[src/rtl/regfile_wb_arbiter_if.sv]
// Writeback port bundle between the two writeback requesters and
// regfile_wb_arbiter. The requester side and the clear trigger use the master
// modport. The arbiter uses the slave modport.
interface regfile_wb_arbiter_if #(
    parameter int ADDR_W = 5,
    parameter int DATA_W = 32
);
    logic              req0_valid;
    logic [ADDR_W-1:0] req0_reg;
    logic [DATA_W-1:0] req0_data;
    logic              req0_ready;
    logic              req1_valid;
    logic [ADDR_W-1:0] req1_reg;
    logic [DATA_W-1:0] req1_data;
    logic              req1_ready;
    logic              clr_start;
    logic              clr_busy;
    logic              grant_id;
    logic              ctrl_writeEn;
    logic [ADDR_W-1:0] ctrl_writeReg;
    logic [DATA_W-1:0] data_writeReg;

    modport master (
        output req0_valid, req0_reg, req0_data,
        output req1_valid, req1_reg, req1_data,
        output clr_start,
        input  req0_ready, req1_ready, clr_busy, grant_id,
        input  ctrl_writeEn, ctrl_writeReg, data_writeReg
    );

    modport slave (
        input  req0_valid, req0_reg, req0_data,
        input  req1_valid, req1_reg, req1_data,
        input  clr_start,
        output req0_ready, req1_ready, clr_busy, grant_id,
        output ctrl_writeEn, ctrl_writeReg, data_writeReg
    );
endinterface

[src/rtl/regfile_wb_arbiter.sv]
// regfile_wb_arbiter: round-robin sharing of the regfile write port between the
// ALU writeback (req0) and the load/multdiv writeback (req1). The write port
// outputs are registered.
// Optional feature macro WB_ARB_CLEAR_EN: when it is defined, a CLEAR sequencer
// is compiled in. It zeroes regs 1..31, one register per cycle.
module regfile_wb_arbiter #(
    parameter int ADDR_W = 5,
    parameter int DATA_W = 32
) (
    input  logic                 clock,
    input  logic                 ctrl_reset_n,
    regfile_wb_arbiter_if.slave  bus
);

    logic              prio;       // requester favoured on contention
    logic              grant0;
    logic              grant1;
    logic              rdy0;
    logic              rdy1;
    logic              xfer;
    logic              winner;
    logic              clr_issue;  // a clear write goes out this cycle
    logic [ADDR_W-1:0] clr_cnt;
    logic [ADDR_W-1:0] sel_reg;
    logic [DATA_W-1:0] sel_data;
    logic              write_en;
    logic [ADDR_W-1:0] write_reg;
    logic [DATA_W-1:0] write_data;
    logic              grant_q;

    // Round-robin pick. It is built from valid and prio only, never from
    // ready, so ready does not form a combinational loop.
    always_comb begin
        grant0 = bus.req0_valid && (!bus.req1_valid || !prio);
        grant1 = bus.req1_valid && (!bus.req0_valid ||  prio);
    end

`ifdef WB_ARB_CLEAR_EN
    typedef enum logic {IDLE = 1'b0, CLEAR = 1'b1} state_t;
    state_t            state;
    state_t            state_nxt;
    logic [ADDR_W-1:0] clr_cnt_nxt;

    // FSM state and clear counter register
    always_ff @(posedge clock or negedge ctrl_reset_n) begin
        if (!ctrl_reset_n) begin
            state   <= IDLE;
            clr_cnt <= '0;
        end else begin
            state   <= state_nxt;
            clr_cnt <= clr_cnt_nxt;
        end
    end

    // Next state and readys. clr_start takes precedence over any grant in IDLE.
    // In CLEAR, all requesters are held off.
    always_comb begin
        state_nxt   = state;
        clr_cnt_nxt = clr_cnt;
        rdy0        = 1'b0;
        rdy1        = 1'b0;
        clr_issue   = 1'b0;
        case (state)
            IDLE: begin
                if (bus.clr_start) begin
                    state_nxt   = CLEAR;
                    clr_cnt_nxt = ADDR_W'(1);
                end else begin
                    rdy0 = grant0;
                    rdy1 = grant1;
                end
            end
            CLEAR: begin
                clr_issue   = 1'b1;
                clr_cnt_nxt = clr_cnt + 1'b1;   // wraps to 0 after the top register
                if (&clr_cnt) state_nxt = IDLE;
            end
            default: state_nxt = IDLE;
        endcase
    end

    assign bus.clr_busy = (state == CLEAR);
`else
    typedef enum logic {IDLE = 1'b0} state_t;
    state_t state;
    state_t state_nxt;
    logic   unused_clr;

    // FSM state register (IDLE only in this build)
    always_ff @(posedge clock or negedge ctrl_reset_n) begin
        if (!ctrl_reset_n) state <= IDLE;
        else               state <= state_nxt;
    end

    // Readys come from the arbitration only
    always_comb begin
        state_nxt = state;
        rdy0      = 1'b0;
        rdy1      = 1'b0;
        case (state)
            IDLE: begin
                rdy0 = grant0;
                rdy1 = grant1;
            end
            default: state_nxt = IDLE;
        endcase
    end

    assign clr_issue    = 1'b0;
    assign clr_cnt      = '0;
    assign unused_clr   = bus.clr_start;
    assign bus.clr_busy = 1'b0;
`endif

    assign xfer     = rdy0 | rdy1;
    assign winner   = rdy1;
    assign sel_reg  = rdy1 ? bus.req1_reg  : bus.req0_reg;
    assign sel_data = rdy1 ? bus.req1_data : bus.req0_data;

    // Registered write port, grant_id and priority pointer. A write to reg 0 is
    // accepted but does not raise the enable.
    always_ff @(posedge clock or negedge ctrl_reset_n) begin
        if (!ctrl_reset_n) begin
            write_en   <= 1'b0;
            write_reg  <= '0;
            write_data <= '0;
            grant_q    <= 1'b0;
            prio       <= 1'b0;
        end else begin
            write_en <= 1'b0;
            if (clr_issue) begin
                write_en   <= 1'b1;
                write_reg  <= clr_cnt;
                write_data <= '0;
            end else if (xfer) begin
                write_en   <= (sel_reg != '0);
                write_reg  <= sel_reg;
                write_data <= sel_data;
                grant_q    <= winner;
                prio       <= ~winner;
            end
        end
    end

    assign bus.req0_ready    = rdy0;
    assign bus.req1_ready    = rdy1;
    assign bus.grant_id      = grant_q;
    assign bus.ctrl_writeEn  = write_en;
    assign bus.ctrl_writeReg = write_reg;
    assign bus.data_writeReg = write_data;

endmodule
[src/flat_wrapper.sv]
// flat-port wrapper written by rule: the top's interface ports become plain ports
module regfile_wb_arbiter_flat 
#(
    parameter int ADDR_W = 5,
    parameter int DATA_W = 32
)
  (clock, ctrl_reset_n, bus_req0_valid, bus_req0_reg, bus_req0_data, bus_req1_valid, bus_req1_reg, bus_req1_data, bus_clr_start, bus_req0_ready, bus_req1_ready, bus_clr_busy, bus_grant_id, bus_ctrl_writeEn, bus_ctrl_writeReg, bus_data_writeReg);
  regfile_wb_arbiter_if #(.ADDR_W(ADDR_W), .DATA_W(DATA_W)) bus_i ();
  input  logic clock;
  input  logic ctrl_reset_n;
  input wire logic [$bits(bus_i.req0_valid)-1:0] bus_req0_valid;
  input wire logic [$bits(bus_i.req0_reg)-1:0] bus_req0_reg;
  input wire logic [$bits(bus_i.req0_data)-1:0] bus_req0_data;
  input wire logic [$bits(bus_i.req1_valid)-1:0] bus_req1_valid;
  input wire logic [$bits(bus_i.req1_reg)-1:0] bus_req1_reg;
  input wire logic [$bits(bus_i.req1_data)-1:0] bus_req1_data;
  input wire logic [$bits(bus_i.clr_start)-1:0] bus_clr_start;
  output wire logic [$bits(bus_i.req0_ready)-1:0] bus_req0_ready;
  output wire logic [$bits(bus_i.req1_ready)-1:0] bus_req1_ready;
  output wire logic [$bits(bus_i.clr_busy)-1:0] bus_clr_busy;
  output wire logic [$bits(bus_i.grant_id)-1:0] bus_grant_id;
  output wire logic [$bits(bus_i.ctrl_writeEn)-1:0] bus_ctrl_writeEn;
  output wire logic [$bits(bus_i.ctrl_writeReg)-1:0] bus_ctrl_writeReg;
  output wire logic [$bits(bus_i.data_writeReg)-1:0] bus_data_writeReg;
  assign bus_i.req0_valid = bus_req0_valid;
  assign bus_i.req0_reg = bus_req0_reg;
  assign bus_i.req0_data = bus_req0_data;
  assign bus_i.req1_valid = bus_req1_valid;
  assign bus_i.req1_reg = bus_req1_reg;
  assign bus_i.req1_data = bus_req1_data;
  assign bus_i.clr_start = bus_clr_start;
  assign bus_req0_ready = bus_i.req0_ready;
  assign bus_req1_ready = bus_i.req1_ready;
  assign bus_clr_busy = bus_i.clr_busy;
  assign bus_grant_id = bus_i.grant_id;
  assign bus_ctrl_writeEn = bus_i.ctrl_writeEn;
  assign bus_ctrl_writeReg = bus_i.ctrl_writeReg;
  assign bus_data_writeReg = bus_i.data_writeReg;
  regfile_wb_arbiter #(.ADDR_W(ADDR_W), .DATA_W(DATA_W)) u_core (.clock(clock), .ctrl_reset_n(ctrl_reset_n), .bus(bus_i));
endmodule
[config.mk]
export PLATFORM = sky130hd
export DESIGN_NAME = regfile_wb_arbiter_flat
export DESIGN_NICKNAME = d
export VERILOG_FILES = /design/src/rtl/regfile_wb_arbiter_if.sv /design/src/rtl/regfile_wb_arbiter.sv /design/src/flat_wrapper.sv
export SDC_FILE = /design/constraint.sdc
export NUM_CORES = 1
export LEC_CHECK = 0
export ABC_AREA = 1
export CORE_AREA = 3 3 82 84
export CTS_CLUSTER_DIAMETER = 80
export DETAILED_ROUTE_END_ITERATION = 10
export DIE_AREA = 0 0 85 87
export GPL_TIMING_DRIVEN = 0
export HOLD_SLACK_MARGIN = 0.08
export PLACE_DENSITY = 0.85
export SYNTH_ARGS = -nofsm -noshare
export SYNTH_HDL_FRONTEND = slang
export SYNTH_SLANG_ARGS = --single-unit
[constraint.sdc]
create_clock -name clock -period 1.6 [get_ports clock]
set_input_delay 0.16 -clock clock [delete_from_list [all_inputs] [get_ports clock]]
set_output_delay 0.16 -clock clock [all_outputs]
set_load 0.02 [all_outputs]
==> reports/qor.csv, run 1 <==
metric,value,unit
clock buffer depth,2,
Clock Sinks,40,
register area,0.00100,mm²
pre-CTS setup slack,-0.0531,ns
RSZ-0062 raised after global routing,no,
Final Hold Vio Count,0,
share of cells above drive strength 1,29.6,%
Clock Latency Late Sink,0.29,ns
worst hold path class,in -> reg,
launch point of the critical path,u_core.bus.ctrl_writeReg[1],
Routed wire per std cell,14.3,µm
root buf cell,clkbuf_8,
cell row count,28,
First-pass DRT Iterations,4,
reg-to-reg startpoint,u_core.prio,
Synth Area per Inst,10.2,µm²
Max Slew Vio Count,0,
final setup margin,0.110,ns
CP bufs+invs,1,
cell breakdown of the critical path,clkdlybuf4s50_1,
H-tree Lvls,2,
CP required,1.44,ns
Core ar.,0.00599,mm²
nets,437,
cts bufs inserted,5,
Final Setup Violations,0,
Post-Layout Cell Count,433,
area grow syn2layout,56.5,%
critical path class,reg -> out,
Post-Synthesis Cells,235,
die width,85,µm
hpwl dp,4870,µm
first-pass GRT wire length,10200,µm
Chip Height,87,µm
largest net degree at the start of global routing,28,
Filler cells,511,
DR iter-0 viols,120,
initial cell density of the core,40.0,%
register bit total from synthesis,40,
Setup crit start kind,flop,
die footprint,0.00740,mm²
antenna violations before repair,0,
fmax,671,MHz
io pins,121,
Crit-path slowest cell,clkdlybuf4s50_1,
Crit. End Element,primary output,
Final Power,3400,µW
sequential area share after synthesis,41.7,%
WL final,6180,µm
Period minus WS final,1.49,ns
P_leak,0.00179,µW
area of the multi-input gates,0.00120,mm²
pwr dens,906,mW/mm²
Placed Cells,427,
Top delay family on crit path,buffers and inverters,
vias in the first global route,2159,
Final ANT Viol Nets,0,
Overflow after GRT,0,
Peak VDD IR,0.519,mV
crit path max fanout,2,
min-delay src,bus_req1_valid,
syn_nets,314,
# diodes,0,
"CTS clk-pin slew, worst paths",0.08,ns
vias,1984,
post-synthesis cell area,0.00240,mm²
critical path arrival,1.33,ns
status,finished clean,
Buffers on Ports,116,
Overall Global Routing Usage,17.2,%
Critical Path Max Stage Delay,0.63,ns
gpl congestion,0.718,
vias per cell,4.58,
DRC violations left,0,
Yosys warning total,0,
Final Skew,0.00404,ns
Max Cap Viol,0,
TritonCTS clock tree,built,
final period utilization,93.1,%
synth unique cells,19,
-- final timing paths --
check / to / slack [ns] / cells after the start
setup / recovery: bus_ctrl_writeReg[1] / 0.11 / 1
hold / removal: u_core.prio / 0.15 / 2
setup reg to reg: u_core.bus.data_writeReg[23] / 0.31 / 5
hold reg to reg: u_core.bus.data_writeReg[31] / 0.52 / 2
max in group asynchronous: u_core.bus.data_writeReg[25] / 0.85 / 3
min in group asynchronous: u_core.bus.data_writeReg[1] / 0.29 / 2
-- Yosys cell counts --
cell,n,area [µm²]
a21oi_1,14,70.1
buf_12,4,80.1
buf_2,6,30.0
buf_4,1,7.51
buf_6,2,22.5
clkbuf_1,1,3.75
conb_1,1,3.75
dfrtp_1,40,1000
inv_1,10,37.5
inv_2,2,7.51
inv_8,1,11.3
nand2_1,47,176
nand2_4,44,495
nand3_1,5,25.0
nand3_2,18,180
nand3b_1,1,7.51
nor2_1,18,67.6
o21ai_0,1,5.00
o21ai_2,19,166
-- logic make-up (layout without fill, tap and decap cells) --
logic type | Yosys count | after routing | share of synthesized area [%]
and+or+nand+nor | 133 | 133 | 39.7
DFF | 40 | 40 | 41.7
AOI/OAI and AO/OA | 34 | 34 | 10.1
buffers and inverters | 27 | 150 | 8.35
other | 1 | 1 | 0.156
-- flip-flops by register name (all words and copies together), names as in the netlist --
| name | cells |
|---|---|
| u_core.bus.ctrl_writeEn | 1 |
| u_core.bus.ctrl_writeReg | 5 |
| u_core.bus.data_writeReg | 32 |
| u_core.bus.grant_id | 1 |
| u_core.prio | 1 |
-- repair_timing --
action                                 CTS  global route
resized for setup                        6             1
setup endpoints to repair                2             1
endpoints found under the hold margin   13             0
hold buffers                             1             0
buffers inserted                         0             0
-- final cells by class --
| type | instances | area share (%) |
|---|---|---|
| multi-input combinational | 168 | 31.9 |
| sequential | 40 | 26.7 |
| timing repair buffer | 118 | 31.7 |
| clock buffer | 5 | 1.83 |
| tap | 75 | 2.50 |
| buffer | 12 | 3.57 |
| clock inverter | 2 | 0.333 |
| inverter | 13 | 1.53 |
-- metal layers --
layer	up-vias	global-route usage [%]	routed length (µm)
li1	987	-	-
met1	922	19.8	2460
met2	71	32.0	3280
met3	4	4.82	409
met4	0	3.17	38
met5	-	0	0
-- cell usage in the layout (no fill, tap or decap) --
master	synthesis	final
nand3_1	5	5
buf_4	1	1
clkbuf_1	1	1
buf_12	4	5
dlygate4sd3_1	0	1
o21ai_0	1	1
inv_8	1	1
conb_1	1	1
inv_2	2	1
clkinv_2	0	2
buf_6	2	2
nand3_2	18	18
inv_1	10	10
o21ai_2	19	19
buf_2	6	5
nor2_1	18	18
nand2_4	44	44
nand2_1	47	47
clkdlybuf4s15_2	0	2
a21oi_1	14	14
clkdlybuf4s50_1	0	113
clkinvlp_4	0	1
clkbuf_8	0	5
dfrtp_1	40	40
nand3b_1	1	1
-- power breakdown --
| part | internal, µW | switching, µW | total [µW] |
|---|---|---|---|
| clock | 295 | 349 | 644 |
| combinational | 710 | 699 | 1410 |
| sequential | 1180 | 170 | 1350 |
| total | 2180 | 1220 | 3400 |
-- worst register-to-register path, stage by stage (launching register included) --
cell	delay (ns)
dfrtp_1	0.41
nand2_4	0.12
nand2_4	0.15
buf_2	0.23
a21oi_1	0.20
o21ai_2	0.07
-- stage by stage --
step | hold WS [ns] | area (µm²) | util (%) | setup TNS (ns)
floorplan | -0.136 | 2400 | - | 0
global placement | 0.423 | 3650 | 61.0 | -29.55
detailed placement | 0.0849 | 3670 | 61.2 | -0.0970
CTS | 0.144 | 3750 | 62.6 | 0
global route | 0.143 | 3750 | 62.7 | 0
finish | 0.150 | 3750 | 62.7 | 0
Note: power is estimated with default switching activity, not from simulation.
==> inputs of run 2 (changes only) <==
- clock period: 1.6 -> 1.7 ns (I/O delays scaled with it)
==> reports/qor.csv, run 2 (synthesis results as in run 1) <==
metric,value,unit,change
cell row count,28,,unchanged
Final Setup Violations,0,,unchanged
hpwl dp,4870,µm,unchanged
CP required,1.53,ns,+0.09 ns
cell area after layout,0.00375,mm²,about the same
max reg flops,32,,unchanged
share of cells above drive strength 1,30.0,%,+0.39 points
# diodes,0,,unchanged
"CTS clk-pin slew, worst paths",0.08,ns,about the same
Critical Path Max Stage Delay,0.40,ns,-0.23 ns
largest net degree at the start of global routing,28,,unchanged
uppermost layer routed,met4,,
root buf cell,clkbuf_8,,
Final Util,62.6,%,about the same
DRC violations left,0,,unchanged
Placed Cells,427,,unchanged
antenna violations before repair,0,,unchanged
Period minus WS final,1.53,ns,
Overflow after GRT,0,,unchanged
cell breakdown of the critical path,nand2_4 > nand2_4 > buf_2 > clkbuf_2,,
Overall Global Routing Usage,17.2,%,unchanged
vias per cell,4.55,,-0.71%
gpl congestion,0.718,,unchanged
Hold Slack,0.161,ns,+0.0112 ns
status,finished clean,,
H-tree Lvls,2,,unchanged
"commonest non-fill, non-tap cell in the layout",clkdlybuf4s50_1,,
vias,1979,,-0.25%
Max Slew Vio Count,0,,unchanged
Setup Buffers After CTS,0,,unchanged
Post-Layout Cell Count,435,,+0.46%
final setup margin,0.167,ns,+0.0575 ns
most frequent cells in the layout,"113 x clkdlybuf4s50_1, 47 x nand2_1, 44 x nand2_4",,
crit path max fanout,10,,+8
area grow syn2layout,56.3,%,about the same
Crit-path slowest cell,dfrtp_1,,
min-delay src,bus_req1_valid,,
initial cell density of the core,40.0,%,unchanged
TritonCTS clock tree,built,,
P_leak,0.00180,µW,+0.46%
io pins,121,,unchanged
nets,439,,+0.46%
Clock Sinks,40,,unchanged
reg-to-reg startpoint,u_core.prio,,
CP most frequent cell,nand2_4,,
Crit. End Element,primary output,,
die footprint,0.00740,mm²,unchanged
Peak VDD IR,0.490,mV,-5.5%
Routed wire per std cell,14.1,µm,-0.94%
clock buffer depth,2,,unchanged
Setup crit start kind,flop,,
cts bufs inserted,5,,unchanged
First-pass DRT Iterations,4,,unchanged
critical path arrival,1.36,ns,+0.03 ns
Clock Latency Late Sink,0.29,ns,about the same
routed wl met2,3300,µm,+0.73%
Max Cap Viol,0,,unchanged
critical path class,reg -> out,,
WL final,6150,µm,-0.49%
fmax,652,MHz,
Final Skew,0.00459,ns,+0.000541 ns
Final Hold Vio Count,0,,unchanged
placed cell area,0.00367,mm²,unchanged
pwr dens,854,mW/mm²,-5.8%
Buffers on Ports,116,,unchanged
worst hold path class,in -> reg,,
RSZ-0062 raised after global routing,no,,
vias in the first global route,2173,,+0.65%
Core ar.,0.00599,mm²,unchanged
first-pass GRT wire length,10200,µm,about the same
pre-CTS setup slack,0.0369,ns,+0.0900 ns
WL met3,426,µm,+4.2%
final period utilization,90.2,%,
met1 WL,2390,µm,-2.9%
DR iter-0 viols,94,,-22%
Final ANT Viol Nets,0,,unchanged
die width,85,µm,unchanged
Chip Height,87,µm,unchanged
launch point of the critical path,u_core.prio,,
-- run 2: cell types whose count changed in the layout (fill, tap and decap cells not counted) --
cell             delta
clkdlybuf4s15_2     -2
clkinv_2            -1
inv_2               +1
clkbuf_2            +2
buf_2               +2
-- run 2: per-layer routing --
| metal | up-vias | global-route usage, % |
|---|---|---|
| met2 | 73 | 32.3 |
| met3 | 4 | 4.82 |
| met4 | 0 | 3.17 |
| met1 | 913 | 19.6 |
| met5 | - | 0 |
| li1 | 989 | - |
-- run 2: per-stage QoR --
step           TNS (ns)  total power [µW]
6_report              0              3200
5_1_grt               0              3380
4_1_cts               0              3260
3_5_place_dp          0              2630
3_3_place_gp     -25.87              2600
2_1_floorplan         0              2010
-- run 2: area by class of cell --
cell class	count	area, µm²
clock inverter	2	12.5
multi-input combinational	168	1200
fill	511	2240
inverter	13	56.3
buffer	14	144
clock buffer	5	68.8
tap	75	93.8
sequential	40	1000
timing repair buffer	118	1180
-- run 2: what timing repair did --
item	in CTS	in global routing
hold buffers	1	0
setup endpoints to repair	2	2
gates resized for setup	4	2
hold endpoints to repair	13	0
-- run 2: worst max-delay path: cells and delay by family, from the launching register on --
family	cells	cell delay [ns]
buffers and inverters	2	0.45
DFF	1	0.40
and+or+nand+nor	2	0.23
-- run 2: report_power, final --
group | total, µW | internal, µW | switching [µW]
Clock | 608 | 278 | 330
Combinational | 1320 | 668 | 657
Sequential | 1270 | 1110 | 160
Total | 3200 | 2050 | 1150
-- run 2: final timing paths --
kind / end / slack [ns] / cells after the start
max in group asynchronous: u_core.bus.data_writeReg[25] / 0.94 / 3
worst max-delay path: bus_req1_ready / 0.17 / 4
min in group asynchronous: u_core.bus.data_writeReg[1] / 0.30 / 2
worst max register to register: u_core.bus.data_writeReg[24] / 0.42 / 8
worst min-delay path: u_core.prio / 0.16 / 2
worst min register to register: u_core.bus.data_writeReg[12] / 0.52 / 2
==> inputs of run 3 (changes only) <==
- CORE_AREA: 3 3 82 84 -> 3 3 78 80
- DIE_AREA: 0 0 85 87 -> 0 0 81 83
- PLACE_DENSITY: 0.85 -> 0.93
- SKIP_LAST_GASP: default -> 1
- clock period: 1.7 -> 1.98 ns (I/O delays scaled with it)
==> reports/qor.csv, run 3 (synthesis results as in run 1) <==
metric,value,unit,change
status,finished clean,,
launch point of the critical path,u_core.prio,,
Setup Buffers After CTS,0,,unchanged
CP required,1.78,ns,+0.25 ns
DR iter-0 viols,59,,-37%
Crit. End Element,primary output,,
Gate power share,41.4,%,about the same
Max Slew Vio Count,0,,unchanged
critical path arrival,1.50,ns,+0.14 ns
Max Cap Viol,0,,unchanged
gpl congestion,0.818,,+14%
Core ar.,0.00547,mm²,-8.6%
pre-CTS setup slack,0.311,ns,+0.274 ns
Clock Latency Late Sink,0.28,ns,about the same
Final ANT Viol Nets,0,,unchanged
First-pass DRT Iterations,4,,unchanged
final setup margin,0.282,ns,+0.115 ns
Overflow after GRT,0,,unchanged
antenna violations before repair,0,,unchanged
Final Setup Violations,0,,unchanged
nets,439,,unchanged
first-pass GRT wire length,10500,µm,+3.4%
WL final,6020,µm,-2.1%
flop-to-flop setup slack,0.72,ns,+0.30 ns
Sw Ratio,35.6,%,-0.25 points
H-tree Lvls,2,,unchanged
die footprint,0.00672,mm²,-9.1%
Post-Layout Cell Count,432,,-0.69%
Period minus WS final,1.70,ns,
Routed wire per std cell,13.9,µm,-1.4%
final period utilization,85.8,%,
Overall Global Routing Usage,19.7,%,+2.5 points
pwr dens,731,mW/mm²,-14%
# diodes,0,,unchanged
hpwl dp,4760,µm,-2.3%
Final Skew,0.00323,ns,-0.00136 ns
area grow syn2layout,56.3,%,unchanged
worst hold path class,in -> reg,,
register area,0.00100,mm²,unchanged
cts bufs inserted,5,,unchanged
"CTS clk-pin slew, worst paths",0.08,ns,about the same
Peak VDD IR,0.396,mV,-19%
DRC violations left,0,,unchanged
reg-to-reg startpoint,u_core.prio,,
Final Hold Vio Count,0,,unchanged
cell row count,27,,-3.6%
die width,81,µm,-4.7%
P_leak,0.00180,µW,+0.23%
Setup crit start kind,flop,,
R2R Path End,u_core.bus.data_writeReg[30],,
Critical Path Sink,bus_req0_ready,,
Clock Sinks,40,,unchanged
vias in the first global route,2230,,+2.6%
Chip Height,83,µm,-4.6%
Reg2Reg Depth,8,,unchanged
crit path max fanout,10,,unchanged
max reg flops,32,,unchanged
Buffers on Ports,116,,unchanged
NetSw,976,µW,-15%
Placed Cells,424,,-0.70%
share of cells above drive strength 1,29.2,%,-0.83 points
"commonest non-fill, non-tap cell in the layout",clkdlybuf4s50_1,,
Int Power,1770,µW,-14%
critical path class,reg -> out,,
Clock power frac,18.9,%,about the same
initial cell density of the core,43.8,%,+3.8 points
vias per cell,4.68,,+2.8%
root buf cell,clkbuf_8,,
fmax,589,MHz,
most frequent cells in the layout,"113 x clkdlybuf4s50_1, 47 x nand2_1, 44 x nand2_4",,
clock buffer depth,2,,unchanged
io pins,121,,unchanged
TritonCTS clock tree,built,,
largest net degree at the start of global routing,30,,+7.1%
RSZ-0062 raised after global routing,no,,
Filler cells,450,,-12%
area of the multi-input gates,0.00120,mm²,unchanged
vias,2021,,+2.1%
sequential power share,39.8,%,+0.2 points
==> run 3: per-layer routing <==
metal / share of wire [%] / wire length, µm / GRT usage (%)
met2: 53 / 3190 / 34.4
met3: 7.8 / 472 / 5.53
met5: 0 / 0 / 0
met1: 38 / 2300 / 24.0
met4: 1.1 / 67 / 3.99
==> run 3: critical path, cell delays in order (launching register included) <==
cell	delay, ns
dfrtp_1	0.41
nand2_4	0.12
nand2_4	0.07
inv_2	0.05
buf_2	0.20
dlygate4sd2_1	0.36
==> run 3: stage by stage <==
stage,utilization (%),total power (µW),setup TNS (ns),instance area [µm²],hold slack (ns)
2_1_floorplan,-,1720,0,2400,-0.0976
3_3_place_gp,66.7,2230,-14.55,3650,0.458
3_5_place_dp,67.0,2250,0,3660,0.103
4_1_cts,68.5,2780,0,3750,0.158
5_1_grt,68.5,2910,0,3750,0.179
6_report,68.5,2740,0,3750,0.164
==> run 3: layout make-up <==
cell class	instances	area share (%)
Multi-Input combinational cell	168	31.9
Buffer	14	3.84
Tap cell	72	2.40
Clock inverter	1	0.133
Sequential cell	40	26.7
Clock buffer	6	1.94
Inverter	13	1.50
Timing Repair Buffer	118	31.6
==> run 3: how the worst min path moves through the flow <==
stage,cells past startpoint,to,startpoint
floorplan,0,u_core.bus.ctrl_writeEn,ctrl_reset_n
global placement,2,u_core.prio,bus_req1_valid
detailed placement,1,u_core.bus.data_writeReg[30],ctrl_reset_n
CTS,2,u_core.prio,bus_req1_valid
global route,2,u_core.prio,bus_req1_valid
finish,2,u_core.prio,bus_req1_valid
==> run 3: repair_timing <==
action,4_1_cts,5_1_grt
hold buffers,1,0
resized for setup,2,0
hold endpoints to repair,11,0
setup endpoints to repair,2,0
==> run 3: power by group through the flow <==
stage	clock network [µW]	logic, µW	registers (µW)
3_5_place_dp	0	1150	1110
3_3_place_gp	0	1130	1100
4_1_cts	536	1150	1090
6_report	517	1130	1090
2_1_floorplan	0	456	1270
5_1_grt	577	1220	1110
